==> config.mk <==
export PLATFORM = sky130hd
export DESIGN_NAME = bidir_shift_tx
export DESIGN_NICKNAME = d
export VERILOG_FILES = /design/src/rtl/bidir_shift_tx.sv
export SDC_FILE = /design/constraint.sdc
export NUM_CORES = 1
export LEC_CHECK = 0
export ABC_AREA = 1
export CAP_MARGIN = 20
export CORE_MARGIN = 5
export CORE_UTILIZATION = 30
export CTS_BUF_LIST = sky130_fd_sc_hd__clkbuf_4 sky130_fd_sc_hd__clkbuf_8
export DETAILED_ROUTE_END_ITERATION = 7
export SLEW_MARGIN = 20
export SYNTH_ARGS = -nofsm -noshare
export SYNTH_HDL_FRONTEND = slang
export SYNTH_SLANG_ARGS = --single-unit
export TNS_END_PERCENT = 10
==> constraint.sdc <==
create_clock -name clk -period 1.2 [get_ports clk]
set_input_delay 0.3 -clock clk [delete_from_list [all_inputs] [get_ports clk]]
set_output_delay 0.3 -clock clk [all_outputs]
set_load 0.01 [all_outputs]
==> src/rtl/bidir_shift_tx.sv <==
// Parallel-in, serial-out transmitter feeding a bidirectional shift register.
// The transmitter accepts one WIDTH-bit word over a valid/ready handshake.
// It then streams the word one bit per clock on dl (left, MSB first) or on
// dr (right, LSB first), and holds mode steady for the whole frame.
//
// Ports:
//   clk        system clock, rising edge
//   clr        asynchronous active-low reset
//   load_valid din/dir_in hold a word to send
//   load_ready transmitter can accept a word this cycle
//   din        parallel word to serialize
//   dir_in     direction for this word (0 = left, 1 = right)
//   mode       direction line to the receiver, stable for the frame
//   dl, dr     serial data for left / right shift (the unused line is 0)
//   busy       frame in progress
//   last       the current bit is the final bit of the frame
//
// The outputs are decoded directly from registered state. The first bit is
// therefore visible one cycle after the accepting edge, and a reset clears
// the outputs without waiting for a clock edge.
module bidir_shift_tx #(
    parameter int unsigned WIDTH = 4
) (
    input  logic             clk,
    input  logic             clr,
    input  logic             load_valid,
    output logic             load_ready,
    input  logic [WIDTH-1:0] din,
    input  logic             dir_in,
    output logic             mode,
    output logic             dl,
    output logic             dr,
    output logic             busy,
    output logic             last
);

    localparam int unsigned CW = $clog2(WIDTH);

    typedef enum logic {
        IDLE  = 1'b0,
        SHIFT = 1'b1
    } state_t;

    state_t           state;
    logic [WIDTH-1:0] shreg;
    logic [CW-1:0]    cnt;
    logic             mode_q;
    logic             accept;

    // Output decode from registered state.
    assign busy       = (state == SHIFT);
    assign last       = busy && (cnt == CW'(WIDTH - 1));
    // Readiness on the final bit allows frames to run back to back with no gap.
    assign load_ready = !busy || last;
    assign accept     = load_valid && load_ready;
    assign mode       = mode_q;
    assign dl         = busy && !mode_q && shreg[WIDTH-1];
    assign dr         = busy &&  mode_q && shreg[0];

    // Frame sequencer: load on accept, shift toward the active output line.
    always_ff @(posedge clk or negedge clr) begin
        if (!clr) begin
            state  <= IDLE;
            shreg  <= '0;
            cnt    <= '0;
            mode_q <= 1'b0;
        end else if (accept) begin
            state  <= SHIFT;
            shreg  <= din;
            cnt    <= '0;
            mode_q <= dir_in;
        end else if (state == SHIFT) begin
            shreg <= mode_q ? (shreg >> 1) : (shreg << 1);
            // cnt holds at WIDTH-1 after the final bit; only a new accept clears it.
            if (last) begin
                state <= IDLE;
            end else begin
                cnt <= cnt + CW'(1);
            end
        end
    end

endmodule

; ---- Yosys cells after proc, flatten, opt, wreduce, memory -nomap -nowiden
; Index checks and enable logic that the tools add are counted.
[classes]
n_reduce_logical = 11
eq_ne = 2
mul = 0
n_mux = 9
n_shift = 0
div = 0
add_sub_neg = 1
bitwise = 0
magnitude_cmp = 0
[op_table]
columns = operator, n
row1 = 4-bit 2-to-1 mux, 3
row2 = 1-bit logical AND, 6
row3 = 2-bit 2-to-1 mux, 3
row4 = 1-bit 2-to-1 mux, 3
row5 = "2-bit by 1-bit adder with 2-bit output, second input constant", 1
row6 = "2-bit equality test, second input constant", 1
row7 = 1-bit logical NOT, 2
row8 = "2-bit by 1-bit inequality test with 1-bit output, second input constant", 1
row9 = 2-bit AND reduction, 1
row10 = 2-bit nonzero test, 1
row11 = 1-bit logical OR, 1
[word_totals]
mem_count = 0
rom_bits = 0
ramBits = 0
latchBits = 0
regBits = 8
input_bits = 8

; ---- Longest topological paths before layout
; Gate-level depths: netlist of the first run.
[depth]
ltp_word = 6
ltp_mapped = 7
depth_no_buf = 7

; ---- Least setup slack after synthesis of the first run
; OpenSTA, ideal clock, no wires.
[synth_timing]
path_kind = reg-to-output
from = register state (netlist: busy)
to = output port dr
setup_slack_ns = -0.006
arrival_time_ns = 0.906
path_buffers = 0
path_stages_with_launch = 3
path_cell_list = dfrtp_1 -> inv_1 -> nor3_1
[synth_between]
elab_chain_cells = 2
[synth_rtl]
columns = item, line_no
row1 = start: declaration, 44  ; state_t state;
row2 = start signal: assignment, 63  ; state <= IDLE;
row3 = start signal: assignment, 68  ; state <= SHIFT;
row4 = start signal: assignment, 76  ; state <= IDLE;
row5 = 1-bit logical AND (2 in a row), 58  ; assign dr = busy && mode_q && shreg[0];
row6 = end: declaration, 32  ; output logic dr,
; Every way passes these cells.

; ---- Worst setup path in the final report of the first run
[layout_timing]
from = register cnt[1]
to = output port load_ready
[layout_between]
elab_chain_cells = 3
[layout_rtl]
columns = item, line_no
row1 = start: declaration, 46  ; logic [CW-1:0] cnt;
row2 = start signal: assignment, 78  ; cnt <= cnt + CW'(1);
row3 = 2-bit equality test, 52  ; assign last = busy && (cnt == CW'(WIDTH - 1));
row4 = 1-bit logical AND, 52
row5 = 1-bit logical OR, 54  ; assign load_ready = !busy || last;
row6 = end: declaration, 27  ; output logic load_ready,
; Every way passes these cells.

==> metrics.md, run 1 <==
| Metric | Value |
|---|---|
| Final period util | `115%` |
| Rows | `14` |
| Per-cell routed wire length | `10.6 um` |
| Worst setup path class | `reg2out` |
| Initial DRC count | `8` |
| Mux cell area share after synthesis | `0%` |
| Clk_lat worst skew | `0.26 ns` |
| Maximum number of pins on one net before global-route repair | `9` |
| Clock Root Buffer | `clkbuf_4` |
| Post-synth top area share | `between 40% and 50%` |
| Initial Util | `30.8%` |
| Post-Route WL | `around 1.2 mm` |
| Worst-path clk slew | `0.06 ns` |
| Max cap viols | `0` |
| Slowest CP cell | `dfrtp_1` |
| Sequential share of the synthesized area | `between 40% and 50%` |
| H-Tree Depth | `1` |
| Status | `finished with violations` |
| Core Box Area | `about 0.0015 mm2` |
| GR Util All Layers | `a little over a tenth` |
| Synth Warn # | `0` |
| Initial antenna violation count | `0` |
| Syn nets | `70` |
| HP Class | `in2async` |
| CTS tree | `done` |
| Top_reg_cell synth | `dfrtp_1` |
| Crit path DAT | `~1.1 ns` |
| Avg Inst Size Synth | `between 7 and 8 um2` |
| Synth top area cells | `dfrtp_1, nand2_1, inv_1, nand3_1, nand2_4` |
| Final worst path period need | `between 1 and 1.5 ns` |
| Pwr/cell area | `between 2000 and 2500 mW/mm2` |
| M3 GR Usage | `approximately 4%` |
| Crit start category | `flop` |
| Total gr overflow | `0` |
| Worst Max-Slew Pin Slew | `roughly 0.41 ns` |
| Pre-CTS WS | `-0.307 ns` |
| Final hold vios | `0` |
| Simple-gate area share of the yosys netlist | `between 30% and 40%` |
| Final worst slack | `-0.180 ns` |
| Post-synth top cells | `nand2_1, inv_1, dfrtp_1, nand3_1` |
| Final hold slack | `roughly 0.33 ns` |
| Layout Skew | `0.000632 ns` |
| Vias/cell | `~4.3` |
| Port bufs | `13` |
| M2 GR Usage | `between 10% and 20%` |
| Antenna diode instance count | `0` |
| CP Buf/Inv Count | `2` |
| Die Height | `between 40 and 50 um` |
| Leakage Power | `between 0.4 and 0.5 nW` |
| Vias in the first global route | `about 480` |
| Post-Synth XOR/XNOR Area | `0%` |
| Power Total | `1.78 mW` |
| Post-route DRC | `0` |
| Detail Placement HPWL | `around 900 um` |
| Post-synth EDFFs | `0` |
| Total Nets Final | `roughly 100` |
| Fmax | `725 MHz` |
| Final Setup Violations | `6` |
| Flops & latches, synth | `8` |
| Largest family of logic cells by synthesized area | `simple AND/OR/NAND/NOR gates` |
| Biggest area consumer among synthesized cells | `dfrtp_1` |
| WP data required | `around 0.9 ns` |
| IO Count | `14` |
| Setup TNS | `-0.844 ns` |
| Asr flop ratio synth | `100%` |
| Most common cell in the synthesized netlist | `nand2_1` |
| Post-layout util | `51.5%` |
| First-pass GRT wire length | `approximately 2 mm` |
| Synthesized instance count | `61` |
| Share of cells above drive strength 1 | `39.8%` |
| Slowest stage delay, CP | `between 0.3 and 0.4 ns` |
| Worst VDD drop | `between 0.9 and 1 mV` |
| Post-route ant nets | `0` |
| CP max FO | `3` |
| Worst path cell trace | `ha_2, inv_2, nand2_4, buf_6` |
| Met1 Resource Use GR | `11.9%` |
| Max-slew violation count | `0` |
| Via count | `470` |
| Worst slew margin | `between 70 and 80%` |
| Crit. End Element | `primary output` |
| Crit-path leading delay family | `flip-flops` |
| RSZ-0062 raised after global routing | `true` |
| Num Clock Sinks | `8` |
| Synth cell types | `14` |
| Complex-gate fraction of the synthesized area | `6.15%` |
| First-pass DRT Iterations | `4` |
| Die W | `slightly below 50 um` |
| Adder-Cell Fraction of Synth Area | `between 2 and 3%` |
| Layout area overhead | `67.3%` |
| Clock Path Buffers | `2` |
| Die Area | `roughly 0.0024 mm2` |
| CTS Buf Count | `3` |
| Failing checks | `setup timing` |
| Synthesized area | `448 um2` |
| Busiest grt layer | `met2` |
| Placer Congestion | `roughly 0.82` |
[stage by stage]
stage          instances  cell area (um2)
4_1_cts              107              716
3_5_place_dp         103              701
6_report             109              749
5_1_grt              109              749
2_1_floorplan         61              453
3_3_place_gp         103              701
[state kept, by name, summed over array words and instances (netlist names)]
register	cells
cnt	2
busy	1
mode	1
shreg	4
[worst paths after layout]
path	from	to	slack, ns	cells past startpoint
hold / removal	clr	shreg[1]	0.33	1
hold reg to reg	shreg[1]	shreg[1]	0.52	2
max in group asynchronous	clr	cnt[1]	0.58	1
setup / recovery	cnt[1]	load_ready	-0.18	4
min in group clk	shreg[1]	shreg[1]	0.52	2
setup reg to reg	cnt[1]	shreg[1]	0.02	8
[cell type report]
class / count / area [um2]
fill: 142 / 704
timing repair buffer: 29 / 246
multi-input combinational: 42 / 219
inverter: 11 / 41.3
tap: 16 / 20.0
sequential: 8 / 200
clock buffer: 3 / 22.5
[cells by family (layout without fill, tap and decap cells)]
family	Yosys count	in the layout
buf+inv	11	43
compound gates	4	4
fa+ha+maj	1	1
flops	8	8
simple gates	37	37
[timing repair]
item / in CTS / in global routing
setup buffers: 1 / 2
hold buffers: 0 / 0
pin swaps: 2 / 1
gates cloned: 0 / 0
resized for setup: 26 / 6
setup endpoints to repair: 12 / 12
hold endpoints to repair: 0 / 0
[routing by layer]
layer  part of all wire [%]  vias to the layer above
li1                       -                      251
met1                     45                      200
met2                     46                       16
met3                    6.3                        3
met4                    2.9                        0
met5                      0                        -
[layout by cell type, fill, tap and decap left out, drive strengths merged]
cell type,synthesis,layout
a21oi,2,2
buf,0,21
clkbuf,0,3
clkdlybuf4s15,0,1
clkdlybuf4s50,0,7
dfrtp,8,8
ha,1,1
inv,11,11
nand2,26,26
nand3,7,7
nor2,3,3
nor3,1,1
o21ai,2,2
[where the power goes]
group / internal [mW] / switching, mW
Clock: 0.115 / 0.103
Combinational: 0.582 / 0.521
Sequential: 0.391 / 0.0722
Power figures use the tool's default switching activity.
==> inputs of run 2 (changes only) <==
--- a/config.mk
+++ b/config.mk
@@ -11,6 +11,7 @@
 export CORE_UTILIZATION = 30
 export CTS_BUF_LIST = sky130_fd_sc_hd__clkbuf_4 sky130_fd_sc_hd__clkbuf_8
 export DETAILED_ROUTE_END_ITERATION = 7
+export RECOVER_POWER = 50
 export SLEW_MARGIN = 20
 export SYNTH_ARGS = -nofsm -noshare
 export SYNTH_HDL_FRONTEND = slang
==> metrics.md, run 2 (same netlist as run 1, synthesis figures left out) <==
| Metric | Value |
|---|---|
| Worst Max-Slew Pin Slew | `0.415 ns (was 0.410 ns)` |
| Final worst slack | `-0.180 ns (unchanged)` |
| Busiest grt layer | `met2 (unchanged)` |
| Initial Util | `30.8% (unchanged)` |
| Flop pwr share | `26.0% (about the same)` |
| Pwr/cell area | `2380 mW/mm2 (about the same)` |
| WP data required | `0.90 ns (about the same)` |
| Leakage Power | `0.414 nW (about the same)` |
| Sw Pwr | `0.696 mW (unchanged)` |
| Reg2reg end | `shreg[1] (unchanged)` |
| Die Area | `0.00237 mm2 (unchanged)` |
| Worst-path clk slew | `0.06 ns (about the same)` |
| First-pass GRT wire length | `1.95 mm (unchanged)` |
| Initial DRC count | `8 (unchanged)` |
| Layout Skew | `0.000632 ns (unchanged)` |
| Finished Cell Area | `749 um2 (unchanged)` |
| Initial antenna violation count | `0 (unchanged)` |
| RSZ-0062 raised after global routing | `true (unchanged)` |
| Placer Congestion | `0.819 (unchanged)` |
| Worst setup path class | `reg2out (unchanged)` |
| CTS Buf Count | `3 (unchanged)` |
| Crit path to | `load_ready (unchanged)` |
| Vias/cell | `4.31 (unchanged)` |
| Clock Path Buffers | `2 (unchanged)` |
| Placed inst area | `701 um2 (unchanged)` |
| Total Nets Final | `104 (unchanged)` |
| Per-cell routed wire length | `10.6 um (about the same)` |
| Num Clock Sinks | `8 (unchanged)` |
| Share of cells above drive strength 1 | `39.8% (unchanged)` |
| IO Count | `14 (unchanged)` |
| Largest register by flop count | `shreg (unchanged)` |
| Crit. End Element | `primary output (unchanged)` |
| Post-route DRC | `0 (unchanged)` |
| Layout area overhead | `67.3% (unchanged)` |
| GR Util All Layers | `10.6% (unchanged)` |
| Comb pwr share | `61.8% (about the same)` |
| Core Box Area | `0.00145 mm2 (unchanged)` |
| Rows | `14 (unchanged)` |
| Via count | `470 (unchanged)` |
| Fillcell total | `142 (unchanged)` |
| Clk_lat worst skew | `0.26 ns (about the same)` |
| CP max FO | `3 (unchanged)` |
| Sw Ratio | `39.0% (about the same)` |
| Power Total | `1.78 mW (about the same)` |
| Crit start category | `flop (unchanged)` |
| Maximum number of pins on one net before global-route repair | `9 (unchanged)` |
| Top flop regs | `shreg x4, cnt x2 (unchanged)` |
| Worst VDD drop | `0.976 mV (was 0.977 mV)` |
| Die W | `48.6 um (unchanged)` |
| Share of power burned in the clock network | `12.2% (about the same)` |
| Worst slew margin | `72.2% (was 72.6%)` |
| CTS tree | `done (unchanged)` |
| Detail Placement HPWL | `886 um (unchanged)` |
| Met1 Resource Use GR | `11.9% (unchanged)` |
| Status | `finished with violations (unchanged)` |
| Total gr overflow | `0 (unchanged)` |
| Max cap viols | `0 (unchanged)` |
| Internal power | `1.09 mW (about the same)` |
| Max-slew violation count | `0 (unchanged)` |
| CP Launch Point | `cnt[1] (unchanged)` |
| Antenna diode instance count | `0 (unchanged)` |
| HP Class | `in2async (unchanged)` |
| M2 GR Usage | `16.5% (unchanged)` |
| M3 GR Usage | `3.99% (unchanged)` |
| FF-to-FF setup slack | `0.02 ns (about the same)` |
| Worst r2r src | `cnt[1] (unchanged)` |
| R2R cell count | `8 (unchanged)` |
| Vias in the first global route | `476 (unchanged)` |
| Final period util | `115% (unchanged)` |
| Final Setup Violations | `6 (unchanged)` |
| Max FFs per register | `4 (unchanged)` |
| Most frequent cells in the layout | `nand2_1, buf_4, inv_1, dfrtp_1, nand3_1 (was nand2_1, buf_4, inv_1, dfrtp_1)` |
| Failing checks | `setup timing (unchanged)` |
| Post-route ant nets | `0 (unchanged)` |
| Clock Root Buffer | `clkbuf_4 (unchanged)` |
| H-Tree Depth | `1 (unchanged)` |
| Final hold slack | `0.404 ns (was 0.334 ns)` |
| Post-Route WL | `1.15 mm (about the same)` |
| Crit path DAT | `1.08 ns (about the same)` |
| Fmax | `725 MHz (unchanged)` |
| Final hold vios | `0 (unchanged)` |
| Final worst path period need | `1.38 ns (unchanged)` |
| Post-layout util | `51.5% (unchanged)` |
| Commonest non-fill, non-tap cell in the layout | `nand2_1 (unchanged)` |
| Port bufs | `13 (unchanged)` |
| First-pass DRT Iterations | `4 (unchanged)` |
| Die Height | `48.6 um (unchanged)` |
-- run 2: cell count changes in the layout (fill, tap and decap cells not counted), sizes merged --
cell / delta
clkdlybuf4s50: -1
dlygate4sd3: +1
-- run 2: metrics by stage --
step / setup TNS (ns) / setup slack (ns) / instances
2_1_floorplan: 0 / 0.0556 / 61
3_3_place_gp: -1.91 / -0.292 / 103
3_5_place_dp: -2.02 / -0.307 / 103
4_1_cts: -0.891 / -0.180 / 107
5_1_grt: -1.17 / -0.215 / 109
6_report: -0.844 / -0.180 / 109
-- run 2: worst min path at each step --
| stage | startpoint | depth (start not counted) | slack, ns | end |
|---|---|---|---|---|
| floorplan | clr | 0 | 0.004 | busy |
| global placement | cnt[1] | 2 | 0.49 | cnt[1] |
| detailed placement | cnt[1] | 2 | 0.50 | cnt[1] |
| CTS | clr | 1 | 0.34 | shreg[3] |
| global route | clr | 1 | 0.42 | busy |
| finish | clr | 1 | 0.40 | shreg[1] |
-- run 2: routing by layer --
layer	vias to the layer above	wire length (um)	share of wire (%)
li1	251	-	-
met1	200	518	45
met2	16	526	46
met3	3	72	6.3
met4	0	33	2.9
met5	-	0	0
-- run 2: what timing repair did --
action / in CTS / in global routing
gates resized for setup: 26 / 6
pin swaps: 2 / 1
hold buffers: 0 / 0
setup buffers: 1 / 2
endpoints found under the setup margin: 12 / 12
-- run 2: worst max-delay path, stage by stage, from the launching register on --
cell,delay [ns]
dfrtp_1,0.39
ha_2,0.21
inv_2,0.06
nand2_4,0.05
buf_6,0.11
-- run 2: power groups by stage --
stage / Clock [mW] / Sequential (mW) / Combinational [mW]
6_report: 0.218 / 0.463 / 1.10
5_1_grt: 0.238 / 0.480 / 1.22
4_1_cts: 0.225 / 0.464 / 1.01
3_5_place_dp: 0 / 0.473 / 1.01
3_3_place_gp: 0 / 0.471 / 0.987
2_1_floorplan: 0 / 0.498 / 0.459
-- run 2: area by class of cell --
cell class                      instances  area (um2)  area share (%)
Timing Repair Buffer                   29         246            32.9
Multi-Input combinational cell         42         219            29.2
Sequential cell                         8         200            26.7
Inverter                               11        41.3            5.51
Clock buffer                            3        22.5            3.01
Tap cell                               16        20.0            2.67
==> inputs of run 3 (changes only) <==
--- a/config.mk
+++ b/config.mk
@@ -5,12 +5,12 @@
 export SDC_FILE = /design/constraint.sdc
 export NUM_CORES = 1
 export LEC_CHECK = 0
-export ABC_AREA = 1
 export CAP_MARGIN = 20
 export CORE_MARGIN = 5
 export CORE_UTILIZATION = 30
 export CTS_BUF_LIST = sky130_fd_sc_hd__clkbuf_4 sky130_fd_sc_hd__clkbuf_8
 export DETAILED_ROUTE_END_ITERATION = 7
+export DONT_BUFFER_PORTS = 1
 export RECOVER_POWER = 50
 export SLEW_MARGIN = 20
 export SYNTH_ARGS = -nofsm -noshare
==> constraint.sdc (replaced) <==
create_clock -name clk -period 1.6 [get_ports clk]
set_input_delay 0.4 -clock clk [delete_from_list [all_inputs] [get_ports clk]]
set_output_delay 0.4 -clock clk [all_outputs]
set_load 0.01 [all_outputs]
==> metrics.md, run 3 <==
| Metric | Value |
|---|---|
| Final worst slack | `0.125 ns (was -0.180 ns)` |
| Placer Congestion | `0.704 (was 0.819)` |
| Top flop regs | `shreg x4, cnt x2 (unchanged)` |
| Clk_lat worst skew | `0.25 ns (was 0.26 ns)` |
| Worst slew margin | `75.2% (was 72.2%)` |
| Total Nets Final | `57 (was 104)` |
| Sequential share of the synthesized area | `41.0% (was 44.7%)` |
| Pre-CTS WS | `0.206 ns (was -0.307 ns)` |
| First-pass GRT wire length | `1.53 mm (was 1.95 mm)` |
| Post-CTS Setup Bufs | `0 (was 1)` |
| Die Height | `50.3 um (was 48.6 um)` |
| Biggest area consumer among synthesized cells | `dfrtp_1 (unchanged)` |
| First-pass DRT Iterations | `3 (was 4)` |
| IO Count | `14 (unchanged)` |
| Power Total | `1.05 mW (was 1.78 mW)` |
| Commonest non-fill, non-tap cell in the layout | `dfrtp_1 (was nand2_1)` |
| Post-route DRC | `0 (unchanged)` |
| Setup TNS | `0 ns (was -0.844 ns)` |
| Worst Max-Slew Pin Slew | `0.371 ns (was 0.415 ns)` |
| Max-slew violation count | `0 (unchanged)` |
| Final hold slack | `0.252 ns (was 0.404 ns)` |
| Final worst path period need | `1.47 ns` |
| WP data required | `1.20 ns (was 0.90 ns)` |
| Antenna diode instance count | `0 (unchanged)` |
| Synthesized instance count | `44 (was 61)` |
| Post-synth EDFFs | `0 (unchanged)` |
| CP Launch Point | `cnt[0] (was cnt[1])` |
| Finished Layout Cells | `62 (was 109)` |
| Worst setup path class | `reg2out (unchanged)` |
| Initial Util | `32.0% (was 30.8%)` |
| Crit start category | `flop (unchanged)` |
| Synthesized area | `488 um2 (was 448 um2)` |
| H-Tree Depth | `1 (unchanged)` |
| Maximum number of pins on one net before global-route repair | `13 (was 9)` |
| Post-Route WL | `944 um (was 1.15 mm)` |
| Synth Warn # | `0 (unchanged)` |
| Syn nets | `53 (was 70)` |
| Rows | `14 (unchanged)` |
| Asr flop ratio synth | `100% (unchanged)` |
| Clock Path Buffers | `2 (unchanged)` |
| Vias/cell | `5.29 (was 4.31)` |
| Top_reg_cell synth | `dfrtp_1 (unchanged)` |
| Port bufs | `0 (was 13)` |
| Initial DRC count | `3 (was 8)` |
| Share of cells above drive strength 1 | `34.8% (was 39.8%)` |
| DP Cell Count | `58 (was 103)` |
| Avg Inst Size Synth | `11.1 um2 (was 7.34 um2)` |
| Die W | `50.3 um (was 48.6 um)` |
| CP max FO | `7 (was 3)` |
| Final hold vios | `0 (unchanged)` |
| Final Setup Violations | `0 (was 6)` |
| GR Util All Layers | `8.10% (was 10.6%)` |
| HP Class | `in2reg (was in2async)` |
| RSZ-0062 raised after global routing | `false (was true)` |
| Synth top area cells | `dfrtp_1, mux2_2, mux2_4, a31oi_1, o22ai_1 (was dfrtp_1, nand2_1, inv_1, nand3_1, nand2_4)` |
| Worst VDD drop | `0.663 mV (was 0.976 mV)` |
| Most frequent cells in the layout | `dfrtp_1, inv_1, mux2_2 (was nand2_1, buf_4, inv_1, dfrtp_1, nand3_1)` |
| Worst r2r src | `cnt[0] (was cnt[1])` |
| Post-synth top cells | `dfrtp_1, inv_1, mux2_2 (was nand2_1, inv_1, dfrtp_1, nand3_1)` |
| Via count | `328 (was 470)` |
| Post-route ant nets | `0 (unchanged)` |
| Max FFs per register | `4 (unchanged)` |
| Post-synth top area share | `41.0% (was 44.7%)` |
| Per-cell routed wire length | `15.2 um (was 10.6 um)` |
| Vias in the first global route | `332 (was 476)` |
| Pwr/cell area | `2010 mW/mm2 (was 2380 mW/mm2)` |
| Num Clock Sinks | `8 (unchanged)` |
| Crit. End Element | `primary output (unchanged)` |
| Total gr overflow | `0 (unchanged)` |
| Detail Placement HPWL | `709 um (was 886 um)` |
| Worst-path clk slew | `0.05 ns (was 0.06 ns)` |
| Final period util | `between 90 and 100%` |
| Most common cell in the synthesized netlist | `dfrtp_1 (was nand2_1)` |
| CTS Buf Count | `3 (unchanged)` |
| Status | `finished, final reports clean (was finished with violations)` |
| Crit path DAT | `1.07 ns (was 1.08 ns)` |
| Flops & latches, synth | `8 (unchanged)` |
| Layout area overhead | `7.69% (was 67.3%)` |
| Layout Skew | `0.00271 ns (was 0.000632 ns)` |
| CTS tree | `done (unchanged)` |
| Synth cell types | `23 (was 14)` |
| Initial antenna violation count | `0 (unchanged)` |
| Core Box Area | `0.00152 mm2 (was 0.00145 mm2)` |
| Die Area | `0.00253 mm2 (was 0.00237 mm2)` |
| Leakage Power | `0.242 nW (was 0.414 nW)` |
| Hold_sp | `load_valid` |
| Largest register by flop count | `shreg (unchanged)` |
| Fmax | `roughly 680 MHz` |
| Clock Root Buffer | `clkbuf_4 (unchanged)` |
| Max cap viols | `0 (unchanged)` |
[run 3: changes by cell type in the layout (fill, tap and decap cells not counted), sizes merged, moves of 6 or more]
cell           previous run  this run
buf                      21         0
clkdlybuf4s50             6         0
nand2                    26         2
nand3                     7         0
mux2                      0         7
inv                      11         4
[run 3: where the power goes]
group          internal (mW)  leakage, nW  switching, mW
Combinational          0.261        0.135          0.211
Clock                 0.0856       0.0138         0.0659
Sequential             0.307       0.0932          0.124
[run 3: critical path: stages (launching register included)]
cell,delay [ns]
dfrtp_1,0.39
ha_2,0.23
and2_1,0.20
[run 3: layer usage]
metal	up-vias	wire length (um)	GRT usage (%)
met2	11	409	10.9
met4	0	17	6.38
met3	4	73	3.55
li1	160	-	-
met1	153	444	9.89
met5	-	0	0
[run 3: path summary, 6_finish.rpt]
kind | endpoint | slack (ns) | cells past startpoint
worst max-delay path | last | 0.13 | 2
worst min-delay path | shreg[3] | 0.25 | 1
worst max register to register | mode | 0.29 | 4
worst min register to register | cnt[0] | 0.49 | 1
max in group asynchronous | busy | 0.81 | 1
min in group asynchronous | cnt[0] | 0.50 | 1
[run 3: layout make-up]
cell class | count | area, um2
clock buffers | 3 | 22.5
fillers | 159 | 998
inverters | 4 | 15.0
multi-input cells | 30 | 256
flip-flops and latches | 8 | 201
well taps | 16 | 20.0
repair buffers | 1 | 10.0
[run 3: per-stage QoR]
step	utilization (%)	instance area, um2
floorplan	-	488
global placement	32.1	489
detailed placement	32.1	489
CTS	34.2	522
global route	34.5	526
finish	34.5	526
[run 3: cells by family after synthesis]
logic type | Yosys count | synth area share, %
multiplexers | 8 | 20.5
flip-flops | 8 | 41.0
AND/OR/NAND/NOR | 11 | 16.2
adder cells (fa/ha/maj) | 1 | 2.56
buffers and inverters | 6 | 6.92
AO/OA/AOI/OAI | 10 | 12.8
[run 3: repair_timing]
action | in CTS | in global routing
endpoints found under the hold margin | 8 | 0
resized for setup | 0 | 2
endpoints found under the setup margin | 0 | 3
hold buffers | 1 | 0
